File: config.mk
export PLATFORM = sky130hd
export DESIGN_NAME = mmm_iter_ctrl
export DESIGN_NICKNAME = d
export VERILOG_FILES = /design/src/rtl/mmm_pkg.sv /design/src/rtl/mmm_step.sv /design/src/rtl/mmm_iter_ctrl.sv
export SDC_FILE = /design/constraint.sdc
export NUM_CORES = 1
export LEC_CHECK = 0
export BUFFER_PORTS_ARGS = -buffer_cell sky130_fd_sc_hd__buf_4
export CORE_ASPECT_RATIO = 0.5
export CORE_MARGIN = 2
export CORE_UTILIZATION = 25
export DETAILED_ROUTE_END_ITERATION = 10
export PLACE_DENSITY = 0.47
export SYNTH_ARGS = -nofsm -noshare
export SYNTH_HDL_FRONTEND = slang
export SYNTH_HIERARCHICAL = 1
export SYNTH_SLANG_ARGS = --single-unit
File: constraint.sdc
create_clock -name clk -period 4.3 [get_ports clk]
set_input_delay 0.86 -clock clk [delete_from_list [all_inputs] [get_ports clk]]
set_output_delay 0.86 -clock clk [all_outputs]
set_load 0.01 [all_outputs]
File: src/rtl/mmm_pkg.sv
// Shared definitions for the bit-serial Montgomery multiplier controller.
//   state_t    : controller FSM state (IDLE, CLR, ITER, FINAL)
//   ctr_width  : width of the iteration counter for a given operand width
package mmm_pkg;

  typedef enum logic [1:0] {
    IDLE  = 2'd0,
    CLR   = 2'd1,
    ITER  = 2'd2,
    FINAL = 2'd3
  } state_t;

  // Counter must reach width-1; a 1-bit operand still needs a 1-bit counter.
  function automatic int ctr_width(input int width);
    return (width > 1) ? $clog2(width) : 1;
  endfunction

endpackage

File: src/rtl/mmm_step.sv
// One Montgomery step: rjo = rji + ai*b + qi*n, with qi chosen so rjo is even.
// Ports:
//   rji  : current accumulator value
//   ai   : current multiplier bit
//   b, n : multiplicand and modulus
//   qi   : quotient bit for this step
//   rjo  : step sum (caller stores rjo >> 1)
module mmm_step #(
  parameter int WIDTH = 4
) (
  input  logic [WIDTH-1:0] rji,
  input  logic             ai,
  input  logic [WIDTH-1:0] b,
  input  logic [WIDTH-1:0] n,
  output logic             qi,
  output logic [WIDTH-1:0] rjo
);

  // NOTE: every output of a combinational block gets a value on every path,
  // otherwise a latch is inferred.
  always_comb begin
    qi  = rji[0] ^ (ai & b[0]);
    // With A,B < N and N < 2^(WIDTH-2) the running sum stays below 2^WIDTH,
    // so the carry out of the top bit is always zero and need not be kept.
    rjo = rji + (ai ? b : '0) + (qi ? n : '0);
  end

endmodule

File: src/rtl/mmm_iter_ctrl.sv
// Bit-serial Montgomery multiplication controller: result = A*B*2^-WIDTH mod N.
// Drives an external shiftreg2 accumulator (rji in, rjo/acc_ena/clear/load out).
// Ports:
//   clk, rstb            : clock, asynchronous active-low reset
//   ena                  : global enable, freezes all state when low
//   start                : operation request, honoured only in IDLE
//   op_a, op_b, op_n     : operands A, B, modulus N (sampled at start)
//   rji                  : accumulator value
//   rjo                  : step sum to accumulator (0 outside ITER)
//   acc_ena, clear, load : accumulator controls
//   busy, done           : operation in progress / one-cycle completion pulse
//   result               : final product, held until the next completion
module mmm_iter_ctrl
  import mmm_pkg::*;
#(
  parameter int WIDTH = 4
) (
  input  logic             clk,
  input  logic             rstb,
  input  logic             ena,
  input  logic             start,
  input  logic [WIDTH-1:0] op_a,
  input  logic [WIDTH-1:0] op_b,
  input  logic [WIDTH-1:0] op_n,
  input  logic [WIDTH-1:0] rji,
  output logic [WIDTH-1:0] rjo,
  output logic             acc_ena,
  output logic             clear,
  output logic             load,
  output logic             busy,
  output logic             done,
  output logic [WIDTH-1:0] result
);

  localparam int            CW       = ctr_width(WIDTH);
  localparam logic [CW-1:0] LAST_CNT = CW'(WIDTH - 1);

  state_t           state, state_nx;
  logic [WIDTH-1:0] a_sr, b_reg, n_reg;
  logic [CW-1:0]    counter;
  logic [WIDTH-1:0] step_rjo;
  logic [WIDTH-1:0] final_val;
  // qi is already folded into step_rjo inside the step adder.
  logic             step_qi_unused;

  mmm_step #(.WIDTH(WIDTH)) u_step (
    .rji (rji),
    .ai  (a_sr[0]),
    .b   (b_reg),
    .n   (n_reg),
    .qi  (step_qi_unused),
    .rjo (step_rjo)
  );

  // After WIDTH steps the accumulator holds r < 2N; one subtraction suffices.
  assign final_val = (rji >= n_reg) ? (rji - n_reg) : rji;

  always_ff @(posedge clk or negedge rstb) begin
    if (!rstb) state <= IDLE;
    else if (ena) state <= state_nx;
  end

  always_comb begin
    state_nx = state;
    busy     = 1'b1;
    acc_ena  = 1'b0;
    clear    = 1'b1;
    load     = 1'b0;
    rjo      = '0;
    case (state)
      IDLE: begin
        busy = 1'b0;
        if (start) state_nx = CLR;
      end
      CLR: begin
        acc_ena  = ena;
        clear    = 1'b0;
        load     = 1'b1;
        state_nx = ITER;
      end
      ITER: begin
        acc_ena = ena;
        rjo     = step_rjo;
        if (counter == LAST_CNT) state_nx = FINAL;
      end
      FINAL: begin
        // acc_ena stays low so rji holds the final value for the subtraction.
        state_nx = IDLE;
      end
      default: state_nx = IDLE;
    endcase
  end

  always_ff @(posedge clk or negedge rstb) begin
    if (!rstb) begin
      a_sr    <= '0;
      b_reg   <= '0;
      n_reg   <= '0;
      counter <= '0;
      result  <= '0;
      done    <= 1'b0;
    end else if (ena) begin
      done <= (state == FINAL);
      case (state)
        IDLE: begin
          if (start) begin
            a_sr    <= op_a;
            b_reg   <= op_b;
            n_reg   <= op_n;
            counter <= '0;
          end
        end
        ITER: begin
          a_sr    <= a_sr >> 1;
          counter <= counter + CW'(1);
        end
        FINAL:   result <= final_val;
        default: ;
      endcase
    end
  end

endmodule

# Word-level counts from Yosys, hierarchy flattened
# Cells that the tools add are included.
# word_totals
out_inout_bits	13
inputBits	20
elab_cells	42
register_bits	21
# op_classes
add_sub_neg	4
mux	15
n_reduce_logical	7
bitwise	2
n_eq_ne	6
magnitude_cmp	1
# op_table
operator	count
$mux W4	5
$reduce_and A3 Y1	3
$add A4 B4 Y4	2
$pmux W2 S4	1
$pmux W4 S2	1
$eq A2 B2 Y1 const B	3
$mux W2	3
$ge A4 B4 Y1	1
$mux W1	4
$ne A2 B2 Y1 const B	2
$pmux W2 S2	1
$sub A4 B4 Y4	1
$add A2 B1 Y2 const B	1
$eq A2 B1 Y1 const B	1
$logic_not A2 Y1	1
$reduce_and A2 Y1	1
$reduce_bool A2 Y1	1
$reduce_or A2 Y1	1
$and A1 B1 Y1	1
$xor A1 B1 Y1	1

# Depth between registers and ports, before layout
# Gate-level depths: netlist (run 1).
# logic_depth
ltp_word	5
ltp_mapped	9
depth_no_buf	9

# By module
# Netlist (run 1), hierarchy kept.
# by_module_without_submodules
module	area_each_um2	n_inst	cells_per_inst
mmm_iter_ctrl	1241.2	1	116
mmm_step	216.5	1	22

# Worst setup path after synthesis (run 1)
# No wires, ideal clock.
# synth_timing
kind	input -> output
startpoint	in rji[0]
endpoint	out rjo[3]
n_path_buf	0
slack_ns	0.630
cell_stages	8
t_arrival_ns	2.810
cell_sequence	a21boi_0 nor2_1 nor2b_1 fa_1 ha_1 fa_1 xnor3_1 and2_1
# synth_between
elab_chain_len	4
elab_cells_between_ends	5
classes_between	2 x add/sub; 2 x mux; 1 x bitwise
# synth_rtl
element	line_no	text
from (decl)	mmm_iter_ctrl.sv:25	input logic [WIDTH-1:0] rji,
branches (longest 2 deep; another with $add A4 B4 Y4)	-	
$add A4 B4 Y4 (*)	mmm_step.sv:25	rjo = rji + (ai ? b : '0) + (qi ? n : '0);
via step_rjo[3]	mmm_iter_ctrl.sv:41	logic [WIDTH-1:0] step_rjo;
$mux W4 (*)	mmm_iter_ctrl.sv:70	case (state)
to (decl)	mmm_iter_ctrl.sv:26	output logic [WIDTH-1:0] rjo,
# Mark *: on every way through the listed nets, which the timed path passes.

# Final worst setup path (run 1)
# Same ends and word-level chain as after synthesis.

==> results of run 1 <==
==> worst paths after layout <==
kind / startpoint / end
setup / recovery: rji[0] / rjo[3]
hold / removal: a_sr[2]$_DFFE_PN0P_ / a_sr[2]$_DFFE_PN0P_
setup reg to reg: n_reg[0]$_DFFE_PN0P_ / result[1]$_DFFE_PN0P_
hold reg to reg: a_sr[2]$_DFFE_PN0P_ / a_sr[2]$_DFFE_PN0P_
max in group asynchronous: rstb / n_reg[2]$_DFFE_PN0P_
min in group asynchronous: rstb / done$_DFFE_PN0P_
==> metal layers <==
| metal | track usage | up-vias |
|---|---|---|
| li1 | - | 533 |
| met1 | 0.138 | 528 |
| met3 | 0.0282 | 2 |
| met4 | 0.0212 | 0 |
| met5 | 0 | - |
| met2 | 0.168 | 12 |
==> report_power, final <==
part           switching, mW  internal [mW]  leakage, nW
Combinational          0.331          0.385        0.588
Sequential            0.0753          0.293        0.258
Clock                 0.0732          0.126       0.0382
==> cell usage in the layout, fill, tap and decap left out, types with 2 or more instances in the layout <==
cell	instances
nor2_1	2
inv_1	12
mux2_2	11
buf_4	32
a21oi_1	3
o21ai_2	2
dfrtp_1	21
nor2b_1	3
mux2_4	2
ha_1	11
fa_1	4
and2_2	2
and2_1	5
mux2i_1	4
xnor2_1	3
o21ai_0	11
nand2_1	13
nand3_1	3
clkbuf_16	3
==> critical path: cells and delay by family <==
kind                     cells  cell delay, ns
XOR/XNOR                     1            0.34
buffers and inverters        2            0.25
AO/OA/AOI/OAI                1            0.24
adder cells (fa/ha/maj)      3            1.02
AND/OR/NAND/NOR              3            0.44
==> cell type report <==
| type | count | area (sq um) | area share |
|---|---|---|---|
| Multi-Input combinational cell | 99 | 850 | 0.464 |
| Sequential cell | 21 | 526 | 0.287 |
| Timing Repair Buffer | 32 | 240 | 0.131 |
| Tap cell | 73 | 91.3 | 0.0499 |
| Clock buffer | 4 | 78.8 | 0.0431 |
| Inverter | 12 | 45.0 | 0.0246 |
==> metrics.txt, run 1 <==
CP cell instances=buf_4 -> a21boi_0 -> nor2_1 -> nor2b_1 -> fa_1 -> ha_1 -> fa_1 -> xnor3_1 -> and2_1 -> buf_4; Post-DRT Antenna Nets=0; Post-CTS Setup Bufs=0; metal3 WL=103 um; Setup Crit Path Kind=in2out; layout cells sized above 1=0.351; Critical Path RT=3.44 ns; final std cells w/o fill=241; max incr delay on CP=0.44 ns; number of port buffers=32; Highest Signal Layer=met4; Worst Path Arrival=3.13 ns; CTS tree=built; row cnt=19; clk slew on worst S/H paths=0.06 ns; clock sinks=21; grt ovf=0; Clock Path Buffers=2; Cells after Synth=137; Final WS setup=0.305 ns; max-slew violation count=0; Worst IR Drop VDD=0.000188 V; Vias=1075; Chip Height=57.9 um; diode count=0; Slowest cell on crit path=fa_1; # fillers=578; Worst R2R Setup Slack=2.34 ns; DRT iter0 DRCs=27; Max Clk Rate=250 MHz; post-layout minimum cycle time=3.99 ns; final core utilization=0.330; setup_tns=0 ns; Die W=112 um; die area=6480 sq um; H-tree lvl count=1; DR vias/cell=4.46; Core ar.=5540 sq um; pwr dens=701 nW/um^2; Syn Area/Cell=10.6 sq um; post-route DRC violation count=0; Final Net Count=204; starting density of the core=0.262; clk_lat worst skew=0.25 ns; met2 wire len=1.41 mm; relative max-transition margin=0.654; synth warn=6; Worst Path Max Fanout=5; Pre-antenna DRT Iters=3; initial antenna violation count=0; crit end category=output pin; Tot Pwr=1.28 mW; GP Congestion=0.714; Hold Path Class=reg2reg; cts bufs inserted=3; clock skew=0.00577 ns; Worst-Margin Slew=0.519 ns; Placed Area=1750 sq um; hold_ws=0.481 ns; crit start category=input pin; Syn Nets=172; WL/cell=12.6 um; final WL=3.05 mm; outcome=finished, final reports clean; # placed instances=237; max cap viols=0; global-route usage over all layers=0.102; Final Cell Area=1830 sq um; # resized after CTS=0; first-pass GRT wire length=5.29 mm; vias in the first global route=1100; Hold Path Depth=2; largest net degree at the start of global routing=22; Netlist Area Pre-Place=1450 sq um; num ports=33; clock root buffer=clkbuf_16; Setup Viol. Count Final=0; Hold Buf Count CTS=0; Tcrit/Tclk final=0.929; RSZ-0062 raised after global routing=false; Pleak=0.884 nW; final hold vios=0; post-detail-place hpwl=2.39 mm; area delta synth->final=25.9%; worst r2r path cells=6; pre-CTS WS=0.286 ns; DRT met1 WL=1.51 mm
Note: power is estimated with default switching activity, not from simulation.
==> inputs of run 2 (changes only) <==
--- a/config.mk
+++ b/config.mk
@@ -10,8 +10,8 @@
 export CORE_MARGIN = 2
 export CORE_UTILIZATION = 25
 export DETAILED_ROUTE_END_ITERATION = 10
-export PLACE_DENSITY = 0.47
+export HOLD_SLACK_MARGIN = 0.03
+export PLACE_DENSITY = 0.48
 export SYNTH_ARGS = -nofsm -noshare
 export SYNTH_HDL_FRONTEND = slang
-export SYNTH_HIERARCHICAL = 1
 export SYNTH_SLANG_ARGS = --single-unit
==> run 2 against run 1 <==
  * Wire length decreased by 9.5%
  * Clock skew about the same
  * Die area shrank 7.8%
  * Global-route usage about the same
  * Via count shrank 7.4%
  * Sequential share of layout area up 2.2 points
  * First-iteration DRC count fell by 19%
  * Utilization up 0.66 points
  * Combinational power shrank 8.4%
  * Non-clock buffer count is the same
  * Largest power group unchanged
==> metrics.txt, run 2 <==
Die W=107 um; max-slew violation count=0; worst r2r path cells=6; Critical Path RT=3.44 ns; Pleak=0.810 nW; Hold Path Class=in2async; CTS tree=built; register area share after synthesis=0.394; Pre-antenna DRT Iters=4; Netlist Area Pre-Place=1340 sq um; Core ar.=5040 sq um; crit end category=output pin; final std cells w/o fill=233; first-pass GRT wire length=4.91 mm; row cnt=18; clock skew=0.00624 ns; global-route usage over all layers=0.102; Worst R2R Setup Slack=2.29 ns; Worst-Margin Slew=0.611 ns; number of port buffers=32; hold_ws=0.471 ns; Setup Viol. Count Final=0; largest family of logic cells by synthesized area=adder cells; initial antenna violation count=0; clock sinks=21; most common cell in the synthesized netlist=dfrtp_1; vias in the first global route=1065; final hold vios=0; Syn Area/Cell=10.3 sq um; Compound-Gate Fraction of Synth Area=0.0993; crit start category=input pin; Simple-Gate Fraction of Synth Area=0.113; clock root buffer=clkbuf_8; WL/cell=11.8 um; Chip Height=55.7 um; Synth area leaders=dfrtp_1 39%, ha_1 10%, mux2_2 10%, fa_1 6.0%, mux2i_1 4.5%; async set-reset flop share out of synthesis=1.00; synth unique cells=28; most common cell after layout, fill and taps aside=buf_4; Tcrit/Tclk final=0.907; grt ovf=0; # resized after CTS=0; Synth Flop Type=dfrtp_1; largest net degree at the start of global routing=22; relative max-transition margin=0.593; Worst Path Arrival=3.04 ns; Clock Path Buffers=2; RSZ-0062 raised after global routing=false; Worst IR Drop VDD=0.000157 V; synthesis-stage register bit count=21; GP Congestion=0.706; Cells after Synth=129; layout cells sized above 1=0.294; post-route DRC violation count=0; synth warn=0; Max Clk Rate=256 MHz; cts bufs inserted=3; mux cell area share after synthesis=0.146; num ports=33; post-layout minimum cycle time=3.90 ns; setup_tns=0 ns; most frequent cells in the layout=32 x buf_4, 21 x dfrtp_1, 16 x nand2_1; clk_lat worst skew=0.26 ns; DRT iter0 DRCs=22; Syn Nets=164; XOR/XNOR Fraction of Synth Area=0.0394; H-tree lvl count=1; final WL=2.76 mm; max cap viols=0; Post-DRT Antenna Nets=0; starting density of the core=0.265; Synth top cells by count=21 x dfrtp_1, 16 x nand2_1, 14 x inv_1; area delta synth->final=27.4%; # fillers=554; Vias=995; die area=5980 sq um; diode count=0; Setup Crit Path Kind=in2out; outcome=finished, final reports clean; share of the synthesized area in the top cell type=0.394; Hold Buf Count CTS=0; EDFF count, synth=0; Post-CTS Setup Bufs=0; post-detail-place hpwl=2.15 mm; pwr dens=678 nW/um^2; # placed instances=229; DR vias/cell=4.27; Yosys top cell by area=dfrtp_1; clk slew on worst S/H paths=0.08 ns; Worst Path Max Fanout=5; Final Net Count=199; Post-Synth Adder-Cell Area=0.163
[run 2: metal layers]
layer	global-route usage	vias to the layer above	routed length [um]
li1	-	503	-
met3	0.0281	2	98
met2	0.160	12	1330
met5	0	-	0
met4	0.0275	0	14
met1	0.140	478	1310
[run 2: report_power, final]
group	total [mW]	switching, mW	internal [mW]	leakage, nW
logic	0.656	0.312	0.345	0.532
clock network	0.132	0.0661	0.0660	0.0228
registers	0.365	0.0700	0.295	0.255
total	1.15	0.448	0.706	0.810
[run 2: layout make-up]
cell class,count,area (sq um),share of cell area
clock buffers,4,45.0,0.0265
inverters,14,52.6,0.0309
multi-input cells,92,749,0.441
flip-flops and latches,21,526,0.309
well taps,70,87.6,0.0515
repair buffers,32,240,0.141
[run 2: critical path, cell delays in order]
cell	delay, ns
buf_4	0.12
ha_1	0.34
nand2_1	0.08
fa_1	0.43
inv_1	0.06
ha_1	0.14
inv_1	0.05
fa_1	0.37
xor2_1	0.18
xnor2_1	0.12
and2_1	0.15
buf_4	0.14
[run 2: logic make-up after synthesis]
logic type,count (synthesis)
and+or+nand+nor,31
AOI/OAI and AO/OA,22
DFF,21
muxes,18
buffers and inverters,16
adders and majority gates,15
xor gates and xnor gates,6
[run 2: path summary, 6_finish.rpt]
kind | startpoint | endpoint
worst max-delay path | rji[0] | rjo[3]
worst min register to register | result[2]$_DFFE_PN0P_ | result[2]$_DFFE_PN0P_
min in group clk | result[2]$_DFFE_PN0P_ | result[2]$_DFFE_PN0P_
max in group asynchronous | rstb | state[1]$_DFFE_PN0P_
worst min-delay path | rstb | counter[0]$_DFFE_PN0P_
worst max register to register | n_reg[0]$_DFFE_PN0P_ | result[1]$_DFFE_PN0P_
[run 2: metrics by stage]
step	util	cell area [sq um]	total power, mW	worst slack [ns]
floorplan	-	1340	0.820	0.705
global placement	0.328	1660	1.02	0.419
global route	0.337	1700	1.29	0.215
CTS	0.337	1700	1.18	0.378
detailed placement	0.328	1660	1.04	0.391
finish	0.337	1700	1.15	0.399
